[src/rtl/imem_loader.sv]
// imem_loader: boot-time program loader for the instruction memory.
// Consumes a byte stream of the form
//     len_lo len_hi | payload[0..N-1] | checksum
// and packs the payload little-endian into 32-bit word writes with byte
// enables.
// The core stays in reset (cpu_hold=1) until an image has been loaded with a
// good length and a matching checksum.
// The checksum is the mod-256 sum of the payload bytes only.

module imem_loader #(
    parameter int DEPTH_BYTES = 128,
    parameter int AW          = 32
) (
    input  logic          clk,
    input  logic          reset,
    input  logic          load_start,
    input  logic          in_valid,
    input  logic [7:0]    in_data,
    output logic          in_ready,
    output logic          we,
    output logic [AW-1:0] waddr,
    output logic [31:0]   wdata,
    output logic [3:0]    wbe,
    output logic          cpu_hold,
    output logic          done,
    output logic          err
);

    typedef enum logic [2:0] {
        LEN_LO = 3'd0,
        LEN_HI = 3'd1,
        DATA   = 3'd2,
        CSUM   = 3'd3,
        RUN    = 3'd4,
        FAIL   = 3'd5
    } state_t;

    // Capacity widened by one bit so a 16-bit length compares without overflow.
    localparam logic [16:0] DEPTH_L = 17'(DEPTH_BYTES);

    state_t      state_r;
    state_t      state_next_s;
    logic [15:0] len_r;        // image length N
    logic [15:0] cnt_r;        // index k of the next payload byte
    logic [7:0]  sum_r;        // running mod-256 payload sum
    logic        lenbad_r;     // image too large: consume but never write
    logic [31:0] buf_r;        // partially assembled word
    logic [3:0]  be_r;         // lanes collected in buf_r

    logic        hs_s;
    logic [1:0]  lane_s;
    logic        last_byte_s;
    logic        flush_s;
    logic [15:0] len_full_s;
    logic [31:0] buf_merged_s;
    logic [3:0]  be_merged_s;
    logic        csum_ok_s;

    // Ready whenever a loading state is active; blocked by reset and load_start.
    always_comb begin
        in_ready = 1'b0;
        if (reset || load_start) begin
            in_ready = 1'b0;
        end else begin
            case (state_r)
                LEN_LO, LEN_HI, DATA, CSUM: in_ready = 1'b1;
                default:                    in_ready = 1'b0;
            endcase
        end
    end

    // Per-byte datapath helpers: lane placement, flush decision, checksum test.
    always_comb begin
        hs_s         = in_valid & in_ready;
        lane_s       = cnt_r[1:0];
        last_byte_s  = (cnt_r == (len_r - 16'd1));
        len_full_s   = {in_data, len_r[7:0]};
        buf_merged_s = buf_r | ({24'd0, in_data} << {lane_s, 3'b000});
        be_merged_s  = be_r | (4'b0001 << lane_s);
        csum_ok_s    = (in_data == sum_r) && !lenbad_r;
        if (hs_s && (state_r == DATA) && ((lane_s == 2'd3) || last_byte_s)) begin
            flush_s = 1'b1;
        end else begin
            flush_s = 1'b0;
        end
    end

    // Next-state logic: load_start always wins, otherwise advance on a handshake.
    always_comb begin
        state_next_s = state_r;
        if (load_start) begin
            state_next_s = LEN_LO;
        end else if (hs_s) begin
            case (state_r)
                LEN_LO:  state_next_s = LEN_HI;
                LEN_HI:  state_next_s = (len_full_s == 16'd0) ? CSUM : DATA;
                DATA:    state_next_s = last_byte_s ? CSUM : DATA;
                CSUM:    state_next_s = csum_ok_s ? RUN : FAIL;
                default: state_next_s = state_r;
            endcase
        end else begin
            state_next_s = state_r;
        end
    end

    // State register.
    always_ff @(posedge clk) begin
        if (reset) begin
            state_r <= LEN_LO;
        end else begin
            state_r <= state_next_s;
        end
    end

    // Datapath: header capture, word packing, registered write port and status.
    always_ff @(posedge clk) begin
        if (reset) begin
            len_r    <= 16'd0;
            cnt_r    <= 16'd0;
            sum_r    <= 8'd0;
            lenbad_r <= 1'b0;
            buf_r    <= 32'd0;
            be_r     <= 4'd0;
            we       <= 1'b0;
            waddr    <= '0;
            wdata    <= 32'd0;
            wbe      <= 4'd0;
            done     <= 1'b0;
            err      <= 1'b0;
            cpu_hold <= 1'b1;
        end else begin
            // The write strobe is a one-cycle pulse; any scheduled write
            // has already appeared on the port this cycle.
            we <= 1'b0;
            if (load_start) begin
                len_r    <= 16'd0;
                cnt_r    <= 16'd0;
                sum_r    <= 8'd0;
                lenbad_r <= 1'b0;
                buf_r    <= 32'd0;
                be_r     <= 4'd0;
                done     <= 1'b0;
                err      <= 1'b0;
                cpu_hold <= 1'b1;
            end else if (hs_s) begin
                case (state_r)
                    LEN_LO: begin
                        len_r <= {8'd0, in_data};
                    end
                    LEN_HI: begin
                        len_r    <= len_full_s;
                        lenbad_r <= ({1'b0, len_full_s} > DEPTH_L);
                        cnt_r    <= 16'd0;
                        sum_r    <= 8'd0;
                        buf_r    <= 32'd0;
                        be_r     <= 4'd0;
                    end
                    DATA: begin
                        sum_r <= sum_r + in_data;
                        cnt_r <= cnt_r + 16'd1;
                        if (flush_s) begin
                            buf_r <= 32'd0;
                            be_r  <= 4'd0;
                            if (!lenbad_r) begin
                                we    <= 1'b1;
                                waddr <= AW'({cnt_r[15:2], 2'b00});
                                wdata <= buf_merged_s;
                                wbe   <= be_merged_s;
                            end
                        end else begin
                            buf_r <= buf_merged_s;
                            be_r  <= be_merged_s;
                        end
                    end
                    CSUM: begin
                        if (csum_ok_s) begin
                            done     <= 1'b1;
                            err      <= 1'b0;
                            cpu_hold <= 1'b0;
                        end else begin
                            done     <= 1'b0;
                            err      <= 1'b1;
                            cpu_hold <= 1'b1;
                        end
                    end
                    default: begin
                        sum_r <= sum_r;
                    end
                endcase
            end
        end
    end

endmodule
[config.mk]
export PLATFORM = sky130hd
export DESIGN_NAME = imem_loader
export DESIGN_NICKNAME = d
export VERILOG_FILES = /design/src/rtl/imem_loader.sv
export SDC_FILE = /design/constraint.sdc
export NUM_CORES = 1
export LEC_CHECK = 0
export CAP_MARGIN = 20
export CORE_MARGIN = 1.5
export CORE_UTILIZATION = 55
export DETAILED_ROUTE_END_ITERATION = 8
export GPL_ROUTABILITY_DRIVEN = 0
export GPL_TIMING_DRIVEN = 0
export PLACE_DENSITY = 0.8
export SLEW_MARGIN = 20
export SYNTH_ARGS = -nofsm -noshare
export SYNTH_HDL_FRONTEND = slang
export SYNTH_SLANG_ARGS = --single-unit
[constraint.sdc]
create_clock -name clk -period 4.2 [get_ports clk]
set_input_delay 0.84 -clock clk [delete_from_list [all_inputs] [get_ports clk]]
set_output_delay 0.84 -clock clk [all_outputs]
set_load 0.02 [all_outputs]
==> flow_summary.yaml <==
synthesis:
  yosysTopAreaCell: "dfxtp_1"
  syn_area_per_cell_um2: 8.63
  synth.distinct_cells: 52
  postSynth.asyncResetShare_pct: 0
  synth_seq_cells: 134
  yosysWarnings: 0
  ys_seq_area_share_pct: 42.5
  yosys-top-cells-area: "dfxtp_1 (42%), a2111oi_0 (4.6%), a211oi_1 (4.3%)"
  yosysTopAreaCellShare_pct: 42.5
  synth_cells: 732
  synth_edf_count: 0
  synthFlopType: "dfxtp_1"
  synth.cell_area_um2: 6310
  synthTopCellsByCount: "dfxtp_1 (134), nor2_1 (63), a21oi_1 (53)"
  post-synth-top-count-cell: "dfxtp_1"
clock_tree:
  htreeDepth: 4
  cts_buffer_depth: 2
  cts-root-buf: "clkbuf_16"
  cts_hold_buf: 0
  clock_sinks: 134
  tritoncts: "yes"
  cts_resized: 0
  cts_setup_buffers: 0
  cts.clk_slew.worst_paths_ps: 60
  worstSkewPairLatency_ps: 420
  cts_buffers: 17
global_routing:
  grt_usage_pct: 30.5
  antenna_found_initial: 0
  grt_max_degree: 17
  grt_overflow: 0
  grt_pass1_wl_mm: 28.2
  grt_pass1_vias: 5710
power:
  switching_power_uw: 631
  power_mw: 2.83
  p_sw_share_pct: 22.3
  p_int_mw: 2.20
  p_per_area_nw_per_um2: 364
  power_frac_clock_pct: 50.1
  ir_drop_mv: 0.312
  leakagePower_nw: 2.60
  power_frac_seq_pct: 45.0
  combPwrFrac_pct: 4.8
timing:
  post-route-period-util_pct: 91.8
  rsz0062_at_grt: "false"
  hold_viol: 0
  setup_viol: 0
  setup_ws_ps: 343
  maxSlewViolCount: 0
  fin_tns_setup_ps: 0
  skew_ps: 10.9
  fmax_mhz: 259
  finalCriticalPeriod_ps: 3860
  maxSlewHeadroom_pct: 28.8
  tightest_slew_ps: 1060
layout:
  diodes: 0
  area_growth_pct: 23.1
  finalCoreUtilization_pct: 70.5
  fin_nets: 858
  drive_above_1_share_pct: 8.64
floorplan:
  dieWidth_um: 110
  ios: 85
  core_um2: 11000
  initial_utilization_pct: 57.2
  die_y_um: 110
  die_area_um2: 12100
  num_rows: 38
setup_path:
  cp.required_ps: 4470
  startpoint_type: "flop"
  worstSetupPathType: "reg -> reg"
  critPathMaxFanout: 10
  endpoint_kind: "flop"
  arrival_ps: 4130
job:
  drv_cap: 0
placed_design:
  place_ws_ps: 287
  port_buffers: 65
  hpwlAfterDp_mm: 12.4
route:
  vias: 6111
  wire_per_inst_um: 17.9
  wl_mm: 17.6
  via_per_inst: 6.20
  ant_nets: 0
  dr.first_iter.drc_count: 542
  drc: 0
  first_pass_iters: 5
worst_hold_path:
  hp-class: "reg -> reg"
status:
  status: "finished, final reports clean"
==> flip-flops by register name (all words and copies together) (netlist names) <==
signal	flops
be_r	4
buf_r	32
cnt_r	16
cpu_hold	1
done	1
err	1
len_r	16
lenbad_r	1
state_r	3
sum_r	8
waddr	14
wbe	4
wdata	32
we	1
==> path summary, 6_finish.rpt <==
| path | cells after the start | endpoint | slack, ps | startpoint |
|---|---|---|---|---|
| hold / removal | 2 | be_r[3]$_SDFFE_PP0P_ | 430 | be_r[3]$_SDFFE_PP0P_ |
| hold reg to reg | 2 | be_r[3]$_SDFFE_PP0P_ | 430 | be_r[3]$_SDFFE_PP0P_ |
| setup / recovery | 10 | wdata[5]$_SDFFE_PP0P_ | 340 | len_r[2]$_SDFFE_PP0P_ |
| setup reg to reg | 10 | wdata[5]$_SDFFE_PP0P_ | 340 | len_r[2]$_SDFFE_PP0P_ |
==> cell type report <==
cell class	count	area, um^2
multi-input cells	486	3110
well taps	140	175
inverters	46	173
clock inverters	9	104
flip-flops and latches	134	2680
fillers	881	3260
clock buffers	22	454
plain buffers	83	419
repair buffers	65	651
==> stage by stage <==
step | area (um^2) | cells | hold WS [ps]
5_1_grt | 7770 | 985 | 448
6_report | 7770 | 985 | 432
4_1_cts | 7770 | 985 | 434
3_3_place_gp | 7200 | 954 | 419
3_5_place_dp | 7210 | 954 | 426
2_1_floorplan | 6380 | 749 | 409
==> critical path, cell delays in order, from the launching register on <==
cell       delay, ps
dfxtp_1          370
or4_4            600
or4_1            420
buf_2            180
or4_4            490
a22oi_2          190
a41oi_1          200
buf_2            240
clkbuf_1         250
a2111oi_0        650
a211oi_1         110
==> kinds of logic (layout without fill, tap and decap cells) <==
group	after synthesis	after routing	synth area share, %
adder cells (fa/ha/maj)	13	13	2.69
AO/OA/AOI/OAI	224	224	24.9
other	1	18	0.0594
buffers and inverters	129	225	9.37
AND/OR/NAND/NOR	201	201	16.3
multiplexers	1	1	0.159
XOR/XNOR	29	29	4.02
flip-flops	134	134	42.5
==> metal layers <==
layer / global-route usage, % / vias up / part of all wire (%)
met1: 38.0 / 2887 / 41
met3: 7.58 / 60 / 8.8
met4: 15.5 / 0 / 3.9
met2: 48.9 / 319 / 46
li1: - / 2845 / -
met5: 0 / - / 0
==> cell usage in the layout, fill, tap and decap left out, drive strengths merged, types with 7 or more instances in the layout <==
cell type / n
or3: 7
dfxtp: 134
xor2: 10
a21oi: 53
nand2: 29
a211oi: 36
o211ai: 7
clkdlybuf4s50: 65
nor2: 63
a22oi: 10
a41oi: 25
a2111oi: 33
a31oi: 10
nor4: 12
inv: 46
nand3b: 14
or4: 7
conb: 18
buf: 31
nor3: 11
xnor2: 19
clkbuf: 74
ha: 12
nand3: 25
o21ai: 27
or2: 8
==> power by group through the flow <==
| stage | Sequential (mW) | Clock [mW] | Combinational (mW) |
|---|---|---|---|
| 2_1_floorplan | 1.30 | 0 | 0.0894 |
| 3_3_place_gp | 1.30 | 0 | 0.127 |
| 3_5_place_dp | 1.30 | 0 | 0.130 |
| 4_1_cts | 1.27 | 1.42 | 0.131 |
| 5_1_grt | 1.27 | 1.48 | 0.146 |
| 6_report | 1.27 | 1.42 | 0.136 |
No activity file was read; power rests on OpenSTA's default activity.
